`config.mk`:
```
export PLATFORM = sky130hd
export DESIGN_NAME = fetch_stage
export DESIGN_NICKNAME = d
export VERILOG_FILES = /design/src/rtl/fetch_stage.sv
export SDC_FILE = /design/constraint.sdc
export NUM_CORES = 1
export LEC_CHECK = 0
export CAP_MARGIN = 25
export CORE_MARGIN = 10
export CORE_UTILIZATION = 41
export CTS_CLUSTER_DIAMETER = 60
export CTS_CLUSTER_SIZE = 28
export DETAILED_ROUTE_END_ITERATION = 16
export GPL_TIMING_DRIVEN = 0
export PLACE_DENSITY = 0.68
export SLEW_MARGIN = 20
export SYNTH_ARGS = -nofsm -noshare
export SYNTH_HDL_FRONTEND = slang
export SYNTH_SLANG_ARGS = --single-unit
```
`constraint.sdc`:
```
create_clock -name clk -period 4.1 [get_ports clk]
set_clock_uncertainty 0.1 [all_clocks]
set_input_delay 0.41 -clock clk [delete_from_list [all_inputs] [get_ports clk]]
set_output_delay 0.41 -clock clk [all_outputs]
set_load 0.05 [all_outputs]
```
`src/rtl/fetch_stage.sv`:
```
// Instruction-fetch stage with IF/ID pipeline register.
// Holds the PC, predecodes B/BL for a zero-bubble taken path, and
// accepts stall and redirect from the hazard and branch-resolution logic.
module fetch_stage #(
  parameter logic [63:0] RESET_PC  = 64'h0,
  parameter logic [31:0] NOP_INSTR = 32'hD503201F
) (
  input  logic        clk,
  input  logic        reset,
  input  logic        stall,
  input  logic        redirect,
  input  logic [63:0] redirect_pc,
  output logic [63:0] imem_addr,
  input  logic [31:0] imem_instr,
  output logic [31:0] id_instr,
  output logic [63:0] id_pc,
  output logic [63:0] id_pc_plus4,
  output logic        id_valid
);

  logic [63:0] pc_q, pc_d;
  logic [31:0] id_instr_q, id_instr_d;
  logic [63:0] id_pc_q, id_pc_d;
  logic [63:0] id_pc_plus4_q, id_pc_plus4_d;
  logic        id_valid_q, id_valid_d;

  logic        is_b;
  logic [63:0] br_tgt;
  logic [63:0] seq;

  // Predecode unconditional B/BL and form both candidate next PCs.
  always_comb begin
    is_b   = (imem_instr[31:26] == 6'b000101) || (imem_instr[31:26] == 6'b100101);
    br_tgt = pc_q + {{36{imem_instr[25]}}, imem_instr[25:0], 2'b00};
    seq    = pc_q + 64'd4;
  end

  // Next-state selection: redirect flushes and overrides stall; stall holds.
  always_comb begin
    pc_d          = pc_q;
    id_instr_d    = id_instr_q;
    id_pc_d       = id_pc_q;
    id_pc_plus4_d = id_pc_plus4_q;
    id_valid_d    = id_valid_q;
    if (redirect) begin
      pc_d          = redirect_pc;
      id_instr_d    = NOP_INSTR;
      id_pc_d       = 64'd0;
      id_pc_plus4_d = 64'd0;
      id_valid_d    = 1'b0;
    end else if (!stall) begin
      pc_d          = is_b ? br_tgt : seq;
      id_instr_d    = imem_instr;
      id_pc_d       = pc_q;
      id_pc_plus4_d = seq;
      id_valid_d    = 1'b1;
    end
  end

  // PC and IF/ID registers with synchronous active-low reset.
  always_ff @(posedge clk) begin
    if (!reset) begin
      pc_q          <= RESET_PC;
      id_instr_q    <= NOP_INSTR;
      id_pc_q       <= 64'd0;
      id_pc_plus4_q <= 64'd0;
      id_valid_q    <= 1'b0;
    end else begin
      pc_q          <= pc_d;
      id_instr_q    <= id_instr_d;
      id_pc_q       <= id_pc_d;
      id_pc_plus4_q <= id_pc_plus4_d;
      id_valid_q    <= id_valid_d;
    end
  end

  assign imem_addr   = pc_q;
  assign id_instr    = id_instr_q;
  assign id_pc       = id_pc_q;
  assign id_pc_plus4 = id_pc_plus4_q;
  assign id_valid    = id_valid_q;

endmodule
```
Word level (Yosys, flattened, before mapping)

Index checks and enable logic that the tools add are counted.

Logic and storage cells: 16
Input port bits: 100
Output and inout port bits: 225
Flip-flop bits (word level): 225

Bitwise logic cells: 1
Add/sub/neg operators: 2
Reduce and logical (&&, ||, !) cells: 2
Mux-type cells: 3
Eq/ne operators: 3

Operators by type and width:

| cell                  | count |
|---|---|
| $mux 64               | 3 |
| $add 64x3->64 const B | 1 |
| $add 64x64->64        | 1 |
| $eq 6x3->1 const B    | 1 |
| $eq 6x6->1 const B    | 1 |
| $ne 2x1->1 const B    | 1 |
| $reduce_or 2->1       | 1 |
| $logic_or 1x1->1      | 1 |
| $not 1->1             | 1 |

Logic depth before layout (Yosys ltp)

Word-level depth: 5
Depth in mapped cells: 12
Gate-level depth less buffers: 12

Least setup slack after synthesis

No wires, ideal clock.

Path type: flip-flop to flip-flop
Start: register pc_q[2], in the netlist imem_addr[2]
End: register pc_q[48], in the netlist imem_addr[48]
Buffers on the path: 0
Arrival: 3.052 ns
Library setup time: 0.133 ns
Setup slack: 0.815 ns
Required time: 3.867 ns
Clock period less this slack: 3.285 ns
Cell stages (with the launch flop): 13
Path through: dfxtp_1 > ha_1 > fa_1 > a211oi_1 > o21bai_1 > a211oi_2 > o21ai_2 > a311oi_2 > o21ai_1 > or2_1 > a21oi_1 > xor2_1 > o22ai_1

Word-level cells in the longest chain between the ends: 4
Elaborated cells on any way between the ends: 5
Classes of those cells: add/sub: 2; mux: 3

Ends and longest elaborated chain:

| what                                                   | RTL line | RTL |
|---|---|---|
| from (decl)                                            | 21       | `logic [63:0] pc_q, pc_d;` |
| from (signal assigned)                                 | 69       | `pc_q <= pc_d;` |
| $add 64x3->64 / $add 64x64->64 (equally long branches) | 35, 34   |  |
| $mux 64 (*)                                            | 52       | `pc_d = is_b ? br_tgt : seq;` |
| $mux 64 (*)                                            | 51       | `end else if (!stall) begin` |
| $mux 64 (*)                                            | 45       | `if (redirect) begin` |

Every way passes the cells marked *; elsewhere a longest branch is shown, timed or not. The select of a mux whose other input is x is not followed.
A chain may end at the register's enable or synchronous reset.

Worst setup path after layout

Start: register pc_q[18], in the netlist imem_addr[18]
End: register pc_q[61], in the netlist imem_addr[61]

Same word-level chain as after synthesis.

==> impl_summary.log <==
INFO  metric run_status = finished, final reports clean
INFO  metric gp_routability_congestion = 0.970
INFO  metric sequential_cell_area_fraction_in_the_yosys_report = 32.1%
INFO  metric cts_inserted_buffers = 25
INFO  metric worstReg2RegStart = imem_addr[18]$_SDFFE_PN0N_
INFO  metric class_of_the_most_critical_setup_path = reg2reg
INFO  metric r2r.worst_path.cells = 12
INFO  metric setup_viol = 0
INFO  metric maxSlewViolCount = 0
INFO  metric critical_path.max_fanout = 9
INFO  metric share_of_the_synthesized_area_in_the_top_cell_type = 32.1%
INFO  metric dpl.hpwl = 50.0 mm
INFO  metric path_cells = ha_1, buf_2, a21oi_2, o21ai_1, a21oi_2, a21oi_1, o311ai_1, o311ai_0, a31oi_1, o21ai_1, xnor2_1, a21oi_1
INFO  metric first_global_vias = 14485
INFO  metric worstSetupEndpointType = flip-flop
INFO  metric drt_pass_1_iters = 8
INFO  metric vias_per_cell = 5.79
INFO  metric cts_max_path_buffers = 3
INFO  metric synth_unique_cells = 89
INFO  metric ys.warnings.count = 0
INFO  metric die_area = 0.0416 mm2
INFO  metric post_synth.cell_area_avg = 7.83 um2
INFO  metric grt_setup_unrepaired = no
INFO  metric design.core.area = 0.0334 mm2
INFO  metric clkLatencyLatePin = 580 ps
INFO  metric syn_to_final_growth = 34.0%
INFO  metric detail_route.iter0.violations = 1270
INFO  metric standard_cell_with_the_maximum_stage_delay_on_the_critical_path = sky130_fd_sc_hd__o311ai_1
INFO  metric routedWlPerCell = 24.6 um
INFO  metric synth_area_leaders = sky130_fd_sc_hd__dfxtp_1 (32%), sky130_fd_sc_hd__nor2_1 (8.0%), sky130_fd_sc_hd__mux2i_1 (7.8%), sky130_fd_sc_hd__a21oi_1 (7.1%), sky130_fd_sc_hd__ha_1 (5.6%)
INFO  metric tns = 0 ps
INFO  metric vdd.ir_drop.worst = 342 uV
INFO  metric postRouteWirelength = 63.9 mm
INFO  metric tightest_slew = 1050 ps
INFO  metric htreeDepth = 1
INFO  metric grt_usage = 28.9%
INFO  metric clockRootBuffer = sky130_fd_sc_hd__clkbuf_16
INFO  metric design.portCount = 325
INFO  metric post-route-min-period = 4010 ps
INFO  metric syn-cell-area = 0.0139 mm2
INFO  metric post-route-drc-count = 0
INFO  metric fillerInstances = 3208
INFO  metric edff_count_synth = 0
INFO  metric cts_tree = done
INFO  metric fp.dieH = 204 um
INFO  metric global_route.overflow_total = 0
INFO  metric mostFrequentLayoutCell = sky130_fd_sc_hd__clkdlybuf4s50_1
INFO  metric clock.fmax = 249 MHz
INFO  metric ant_nets = 0
INFO  metric antenna_found_initial = 6
INFO  metric place.port_buffers = 321
INFO  metric power_per_cell_area = 349 mW/mm2
INFO  metric routed-via-count = 15010
INFO  metric setup.reg_to_reg.worst_slack = 90 ps
INFO  metric design.final.nets = 2288
INFO  metric commonest_cells_after_routing_fill_and_taps_aside = sky130_fd_sc_hd__clkdlybuf4s50_1 (320), sky130_fd_sc_hd__nor2_1 (295), sky130_fd_sc_hd__dfxtp_1 (223)
INFO  metric postSynth.asyncResetShare = 0%
INFO  metric wire_length_of_the_first_global_routing_pass = 92.0 mm
INFO  metric timing.max_cap.violations = 0
INFO  metric cpPeakStageDelay = 810 ps
INFO  metric finalWorstSetupSlack = 89.6 ps
INFO  metric layout-drive-gt1-share = 5.64%
INFO  metric required = 4440 ps
INFO  metric hold_end = imem_addr[47]$_SDFFE_PN0N_
INFO  metric critical_path.reg2reg.endpoint = imem_addr[61]$_SDFFE_PN0N_
INFO  metric core.rowCount = 67
INFO  metric timing.max_slew.rel_slack = 30.2%
INFO  metric synthCells = 1773
INFO  metric post-synth-top-area-cell = sky130_fd_sc_hd__dfxtp_1
INFO  metric hold_path.startpoint = reset
INFO  metric synth_nets = 1936
INFO  metric synth_top_flop_cell = sky130_fd_sc_hd__dfxtp_1
INFO  metric hold_violations = 0
INFO  metric floorplan.initialDensity = 41.5%
INFO  metric hold_class = in2reg
INFO  metric clk_slew_on_worst_s_h_paths = 80 ps
INFO  metric grt_max_degree = 28
INFO  metric post_cts.repair.setup_buffers = 0
INFO  metric ys_seq_elements = 223
INFO  metric cts_sinks = 223
INFO  metric finalCritPeriodShare = 97.8%
INFO  metric worst_setup_path_start_kind = flip-flop
INFO  metric floorplan.die.width = 204 um
INFO  metric critical_path_arrival = 4350 ps
INFO  metric timing.hold.worst_path_depth = 3
INFO  metric power_leakage = 0.00722 uW
INFO  metric preCtsSetupSlack = -118 ps
-- synthesized netlist by cell type, types with 22 or more instances --
master / n
sky130_fd_sc_hd__clkbuf_1: 76
sky130_fd_sc_hd__nor2_1: 295
sky130_fd_sc_hd__nand2_1: 151
sky130_fd_sc_hd__nand3_1: 50
sky130_fd_sc_hd__inv_1: 28
sky130_fd_sc_hd__a21oi_1: 198
sky130_fd_sc_hd__ha_1: 62
sky130_fd_sc_hd__o21ai_0: 77
sky130_fd_sc_hd__a31oi_1: 22
sky130_fd_sc_hd__nor3_1: 31
sky130_fd_sc_hd__dfxtp_1: 223
sky130_fd_sc_hd__xnor2_1: 73
sky130_fd_sc_hd__mux2i_1: 108
sky130_fd_sc_hd__xor2_1: 42
sky130_fd_sc_hd__a21o_1: 32
sky130_fd_sc_hd__nand4_1: 22
-- sequential cells by signal, indices dropped and copies added (netlist names) --
signal       count
id_pc_plus4     62
id_pc           64
id_valid         1
imem_addr       64
id_instr        32
-- worst max path at each step --
stage                          startpoint  depth (start not counted)                          to  slack (ps)
6_report       imem_addr[18]$_SDFFE_PN0N_                         12  imem_addr[61]$_SDFFE_PN0N_          90
5_1_grt         imem_addr[2]$_SDFFE_PN0N_                         12  imem_addr[60]$_SDFFE_PN0N_          20
4_1_cts         imem_addr[2]$_SDFFE_PN0N_                         12  imem_addr[60]$_SDFFE_PN0N_         220
3_5_place_dp                imem_instr[0]                         13  imem_addr[60]$_SDFFE_PN0N_        -120
3_3_place_gp               imem_instr[25]                         13  imem_addr[61]$_SDFFE_PN0N_       -1570
2_1_floorplan   imem_addr[2]$_SDFFE_PN0N_                         12  imem_addr[48]$_SDFFE_PN0N_         820
-- power by group --
group	leakage (uW)	switching [uW]	internal, uW
clock network	0.000419	1160	1230
registers	0.00182	130	2240
logic	0.00498	1120	623
total	0.00722	2410	4090
-- kinds of logic after synthesis --
| kind of cell | count (synthesis) | share of synthesized area, % |
|---|---|---|
| and+or+nand+nor | 630 | 20.9 |
| AOI/OAI and AO/OA | 485 | 21.8 |
| DFF | 223 | 32.1 |
| buffers and inverters | 148 | 4.33 |
| xor gates and xnor gates | 116 | 7.37 |
| muxes | 108 | 7.78 |
| adders and majority gates | 63 | 5.73 |
-- cell type report --
cell class	count	area (um2)	area share, %
Tap cell	448	561	3.01
Sequential cell	223	4460	24.0
Clock buffer	27	643	3.46
Multi-Input combinational cell	1402	8840	47.5
Timing Repair Buffer	325	3270	17.5
Antenna cell	2	5.00	0.0269
Inverter	30	113	0.605
Clock inverter	19	230	1.24
Buffer	118	492	2.64
-- worst max-delay path, delay by kind of cell, from the launching register on --
family,cells,cell delay [ps]
compound gates,9,2420
flops,1,610
fa+ha+maj,1,310
xor+xnor,1,260
buf+inv,1,180
-- per-layer routing --
| metal | vias to the layer above | global-route usage [%] | share of wire, % |
|---|---|---|---|
| li1 | 7029 | - | - |
| met4 | 6 | 11.1 | 3.9 |
| met3 | 132 | 7.48 | 9.3 |
| met1 | 7109 | 35.5 | 41 |
| met5 | - | 0 | 0.066 |
| met2 | 734 | 47.6 | 46 |
-- timing repair --
item                       CTS  global route
gates resized for setup      0             1
hold buffers                 0             0
setup endpoints to repair    0             1
-- through the flow --
step           util (%)  area (um2)  std cells  power [uW]  hold slack [ps]
2_1_floorplan         -       13900       1773        3480              383
4_1_cts            55.6       18600       2592        6510              217
3_5_place_dp       53.0       17700       2546        4130              354
3_3_place_gp       52.8       17700       2542        4120              340
5_1_grt            55.6       18600       2594        6740              268
6_report           55.6       18600       2594        6500              255
(Power assumes the default switching activity.)
